[src/rtl/instr_mem_loader.sv]
// instr_mem_loader: assembles a big-endian byte stream into 32-bit words,
// writes them to consecutive word-aligned RAM addresses and holds the CPU
// while a program is loading. Loading ends on HALT_WORD or when RAM is full.
module instr_mem_loader #(
    parameter int unsigned           NB_BITS   = 32,
    parameter int unsigned           RAM_DEPTH = 12,
    parameter logic [NB_BITS-1:0]    HALT_WORD = 32'hFFFF_FFFF
) (
    input  logic                 i_clk,
    input  logic                 i_rst,
    input  logic                 i_start,
    input  logic [7:0]           i_rx_data,
    input  logic                 i_rx_valid,
    output logic [NB_BITS-1:0]   o_mem_data,
    output logic [RAM_DEPTH-1:0] o_mem_addr,
    output logic                 o_mem_we,
    output logic                 o_cpu_hold,
    output logic                 o_done,
    output logic                 o_halt_seen,
    output logic                 o_overflow,
    output logic [RAM_DEPTH-2:0] o_word_count
);

    localparam int unsigned            CAP_WORDS = 2 ** (RAM_DEPTH - 2);
    localparam logic [RAM_DEPTH-2:0]   CAP       = (RAM_DEPTH-1)'(CAP_WORDS);
    localparam logic [RAM_DEPTH-2:0]   CNT_ONE   = (RAM_DEPTH-1)'(1);
    localparam logic [RAM_DEPTH-1:0]   ADDR_STEP = RAM_DEPTH'(4);

    typedef enum logic [1:0] {
        IDLE  = 2'd0,
        LOAD  = 2'd1,
        WRITE = 2'd2,
        DONE  = 2'd3
    } state_t;

    state_t               state_q;
    logic [1:0]           byte_idx_q;
    logic [NB_BITS-1:0]   asm_q;
    logic [RAM_DEPTH-1:0] next_addr_q;
    logic [NB_BITS-1:0]   mem_data_q;
    logic [RAM_DEPTH-1:0] mem_addr_q;
    logic                 mem_we_q;
    logic                 cpu_hold_q;
    logic                 done_q;
    logic                 halt_seen_q;
    logic                 overflow_q;
    logic [RAM_DEPTH-2:0] word_count_q;
    logic [RAM_DEPTH-2:0] count_inc;

    assign count_inc = word_count_q + CNT_ONE;

    // Loader FSM with all outputs registered; i_start restarts from any state
    // (the pending write in WRITE has already been presented this cycle).
    always_ff @(posedge i_clk) begin
        if (i_rst) begin
            state_q      <= IDLE;
            byte_idx_q   <= '0;
            asm_q        <= '0;
            next_addr_q  <= '0;
            mem_data_q   <= '0;
            mem_addr_q   <= '0;
            mem_we_q     <= 1'b0;
            cpu_hold_q   <= 1'b0;
            done_q       <= 1'b0;
            halt_seen_q  <= 1'b0;
            overflow_q   <= 1'b0;
            word_count_q <= '0;
        end else begin
            mem_we_q <= 1'b0;
            if (i_start) begin
                state_q      <= LOAD;
                byte_idx_q   <= '0;
                next_addr_q  <= '0;
                word_count_q <= '0;
                cpu_hold_q   <= 1'b1;
                done_q       <= 1'b0;
                halt_seen_q  <= 1'b0;
                overflow_q   <= 1'b0;
            end else begin
                case (state_q)
                    IDLE: ;
                    LOAD: begin
                        if (i_rx_valid) begin
                            asm_q      <= {asm_q[NB_BITS-9:0], i_rx_data};
                            byte_idx_q <= byte_idx_q + 2'd1;
                            if (byte_idx_q == 2'd3) begin
                                mem_data_q <= {asm_q[NB_BITS-9:0], i_rx_data};
                                mem_addr_q <= next_addr_q;
                                mem_we_q   <= 1'b1;
                                state_q    <= WRITE;
                            end
                        end
                    end
                    WRITE: begin
                        next_addr_q  <= next_addr_q + ADDR_STEP;
                        word_count_q <= count_inc;
                        if (mem_data_q == HALT_WORD) begin
                            state_q     <= DONE;
                            halt_seen_q <= 1'b1;
                            done_q      <= 1'b1;
                            cpu_hold_q  <= 1'b0;
                        end else if (count_inc == CAP) begin
                            // RAM is now full: a byte here has nowhere to go.
                            state_q    <= DONE;
                            done_q     <= 1'b1;
                            cpu_hold_q <= 1'b0;
                            if (i_rx_valid) begin
                                overflow_q <= 1'b1;
                            end
                        end else begin
                            state_q <= LOAD;
                            if (i_rx_valid) begin
                                asm_q      <= {asm_q[NB_BITS-9:0], i_rx_data};
                                byte_idx_q <= 2'd1;
                            end
                        end
                    end
                    DONE: begin
                        if (i_rx_valid && !halt_seen_q) begin
                            overflow_q <= 1'b1;
                        end
                    end
                    default: state_q <= IDLE;
                endcase
            end
        end
    end

    assign o_mem_data   = mem_data_q;
    assign o_mem_addr   = mem_addr_q;
    assign o_mem_we     = mem_we_q;
    assign o_cpu_hold   = cpu_hold_q;
    assign o_done       = done_q;
    assign o_halt_seen  = halt_seen_q;
    assign o_overflow   = overflow_q;
    assign o_word_count = word_count_q;

endmodule

[config.mk]
export PLATFORM = sky130hd
export DESIGN_NAME = instr_mem_loader
export DESIGN_NICKNAME = d
export VERILOG_FILES = /design/src/rtl/instr_mem_loader.sv
export SDC_FILE = /design/constraint.sdc
export NUM_CORES = 1
export LEC_CHECK = 0
export CAP_MARGIN = 10
export CORE_ASPECT_RATIO = 0.9
export CORE_MARGIN = 3
export CORE_UTILIZATION = 47
export CTS_CLUSTER_SIZE = 8
export DETAILED_ROUTE_END_ITERATION = 10
export PLACE_DENSITY = 0.75
export SLEW_MARGIN = 10
export SYNTH_ARGS = -nofsm -noshare
export SYNTH_HDL_FRONTEND = slang
export SYNTH_SLANG_ARGS = --single-unit
[constraint.sdc]
create_clock -name i_clk -period 2.1 [get_ports i_clk]
set_input_delay 0.21 -clock i_clk [delete_from_list [all_inputs] [get_ports i_clk]]
set_output_delay 0.21 -clock i_clk [all_outputs]
set_load 0.05 [all_outputs]
==> out/metrics.cfg <==
[outcome]
status = finished clean

[logic_synthesis]
synth_commonest_cells = 97 x nand2_1, 96 x dfxtp_1, 68 x a21oi_1, 32 x nor2_1, 30 x nand3_1
synthMuxAreaShare = 0.00272
synth_top_area_cell = dfxtp_1
synth_fa_ha_area_frac = 0.0121
synth_area_mm2 = 0.00414
ys.flop_type = dfxtp_1
synthArstFlopShare = 0
synth_top_family_by_area = simple AND/OR/NAND/NOR gates
netlist_top_cells_area = dfxtp_1 46%, nand2_1 8.8%, a21oi_1 8.2%, nand3_1 3.6%, xor2_1 3.0%
yosysUniqueCellTypes = 56
synth-compound-area-share = 0.180
yosysWarnings = 0
synth_top_area_frac = 0.464
synth_edf_count = 0
syn-instance-count = 498
yosysMostFrequentCell = nand2_1
ys_ff_latch = 96
yosys.area_share.simple = 0.236
seq_area_frac_synth = 0.464
avgSynthCellArea_um2 = 8.32
synthXorXnorAreaFrac = 0.0507

[placed_design]
port_buffers = 69
place_congestion = 0.839
dpl.hpwl_mm = 7.35

[grt]
antenna_found_initial = 0
grt_usage = 0.216
first_global_vias = 3585
grt_pass1_wl_mm = 17.4
grt_overflow = 0
grt_max_degree = 73

[floorplan]
coreArea_mm2 = 0.00830
die_w_um = 105
dieArea_mm2 = 0.00998
die_h_um = 95.1
initial_core_util = 0.499
placementRows = 31
ios = 72

[finish]
diodes = 0
syn2layout_area_growth_pct = 38.5
drive_gt1_frac = 0.194
nFillCells = 640
multi_input_area_mm2 = 0.00218
regArea_mm2 = 0.00195
fin_nets = 619

[worst_setup_path]
reg2reg_slack_ns = 0.001
path_depth = 8
cp-end-kind = flip-flop
r2r_cells = 8
path_delay_family = compound AO/OA/AOI/OAI gates
reg2reg_to = asm_q[2]
crit_start = o_word_count[0]
rr_startpoint = o_word_count[0]
crit_end = asm_q[2]
crit_arrival_ns = 2.39
cp_data_required_time_ns = 2.39
path_cells = ha_4 > nand3_4 > o211a_4 > a311oi_4 > a31o_4 > buf_12 > o21ai_1 > a21oi_1
critical_path_class = reg -> reg
cp_max_fo = 6
startpoint_type = flip-flop
cp.buffers_inverters = 1
slowest_stage = a311oi_4
critPathMaxStageDelay_ns = 0.39

[detailed_routing]
drc = 0
drt_pass1_iterations = 6
avgRoutedWirePerCell_um = 16.4
vias = 4100
routed_via_density = 5.67
drtIter0Drc = 271
routed_wl_mm = 11.9
postRouteAntennaNets = 0

[power]
cellPowerDensity_mw_per_mm2 = 564
p_leak_nw = 1.95
vdd_drop_max_mv = 0.515
p_total_mw = 3.24

[timing]
setup_viol = 0
fin_tns_setup_ns = 0
slew_violations = 0
final_hold_viol_count = 0
fin_crit_sh = 0.999
fin_skew_ns = 0.00956
fmax_mhz = 476
rsz0062_at_grt = true
slew-limit-headroom = 0.530
worstMarginPinSlew_ns = 0.705
fin_crit_ns = 2.10

[clock_tree]
cts_sinks = 96
h-tree-depth = 3
clk_path_buf_depth = 2
clock_latency_ns = 0.37
cts_tree = built
cts_hold_buf = 0
cts_buffers = 9
clk_pin_slew_ns = 0.10
root_buffer = clkbuf_8

[job]
maxCapViolations = 0

[worst_hold_path]
hold_class = in -> reg

power by group:
part / switching [mW] / leakage, nW / internal, mW
clock: 0.709 / 0.102 / 0.494
combinational: 0.112 / 1.07 / 0.0776
sequential: 0.0160 / 0.781 / 1.83
total: 0.837 / 1.95 / 2.40
how the worst min path moves through the flow:
stage                             from        endpoint  slack, ns  cells past startpoint
after global placement          o_done          o_done       0.44                      2
after global routing             i_rst      o_cpu_hold       0.07                      2
after CTS                        i_rst      o_cpu_hold       0.05                      2
after detailed placement     asm_q[18]  o_mem_data[26]       0.45                      2
after floorplan           i_rx_data[0]   o_mem_data[0]       0.35                      2
final                            i_rst      o_cpu_hold       0.06                      2
repair_timing:
action                                  in CTS  in global routing
resized for setup                            7                 33
pin swaps                                    3                 21
gates cloned                                 1                  5
setup buffers                                0                 10
endpoints found under the setup margin      26                 29
placed cells by master (no fill, tap or decap), types with 2 or more instances in the layout:
master and instances:
or2_2 2, o21ai_0 14, a211oi_4 2, buf_4 44, clkbuf_8 10, conb_1 2
a41oi_2 2, dfxtp_4 5, clkbuf_16 2, nor3_1 4, inv_6 2, inv_1 6
o32a_1 4, and3_1 7, nand2_1 97, ha_1 3, nor2_1 31, dfxtp_1 86
buf_12 6, a211o_4 2, nand3b_1 2, and3_2 2, buf_6 5, a2bb2oi_1 4
nand3_2 3, dfxtp_2 5, xnor2_1 10, clkinv_4 2, a21oi_1 68, xor2_1 14
o21ai_1 9, nand2b_1 4, a211oi_1 2, nand3_1 26, nand4_1 17, clkdlybuf4s50_1 68
sequential cells by signal, summed over array words and instances, names as in the netlist, 2 cells and up:
signal and flops:
asm_q 24, next_addr_q 10, o_word_count 11, state_q 2, byte_idx_q 2, o_mem_data 32
o_mem_addr 10
logic make-up after synthesis:
family | count (synthesis)
other cells | 1
flops | 96
buf+inv | 42
xor+xnor | 24
fa+ha+maj | 4
mux | 1
compound gates | 122
simple gates | 208
stage by stage:
| stage | instances | setup WS, ns | utilization | cell area [um2] | hold WS (ns) |
|---|---|---|---|---|---|
| global placement | 692 | -0.251 | 0.625 | 5190 | 0.438 |
| global route | 723 | -0.0858 | 0.691 | 5740 | 0.0719 |
| finish | 723 | 0.00127 | 0.691 | 5740 | 0.0645 |
| CTS | 709 | 0.00399 | 0.656 | 5440 | 0.0524 |
| floorplan | 499 | 0.0130 | - | 4160 | 0.346 |
| detailed placement | 692 | -0.416 | 0.625 | 5190 | 0.447 |
layer usage:
layer  wire, um  global-route usage  vias to the layer above
met5          0                   0                        -
met4        148              0.0546                        0
met3        888              0.0555                       18
met2       5740               0.354                      184
met1       5090               0.287                     1946
li1           -                   -                     1952
worst reg2reg max path, stage by stage, from the launching register on:
cell and delay (ns):
dfxtp_4 0.38, ha_4 0.18, nand3_4 0.10, o211a_4 0.28
a311oi_4 0.39, a31o_4 0.29, buf_12 0.13, o21ai_1 0.07
a21oi_1 0.21
area by class of cell:
class,count,share of cell area
Multi-Input combinational cell,364,0.380
Clock buffer,10,0.0240
Timing Repair Buffer,126,0.217
Inverter,6,0.00392
Sequential cell,96,0.339
Clock inverter,6,0.0109
Tap cell,115,0.0251
Note: power is estimated with default switching activity, not from simulation.
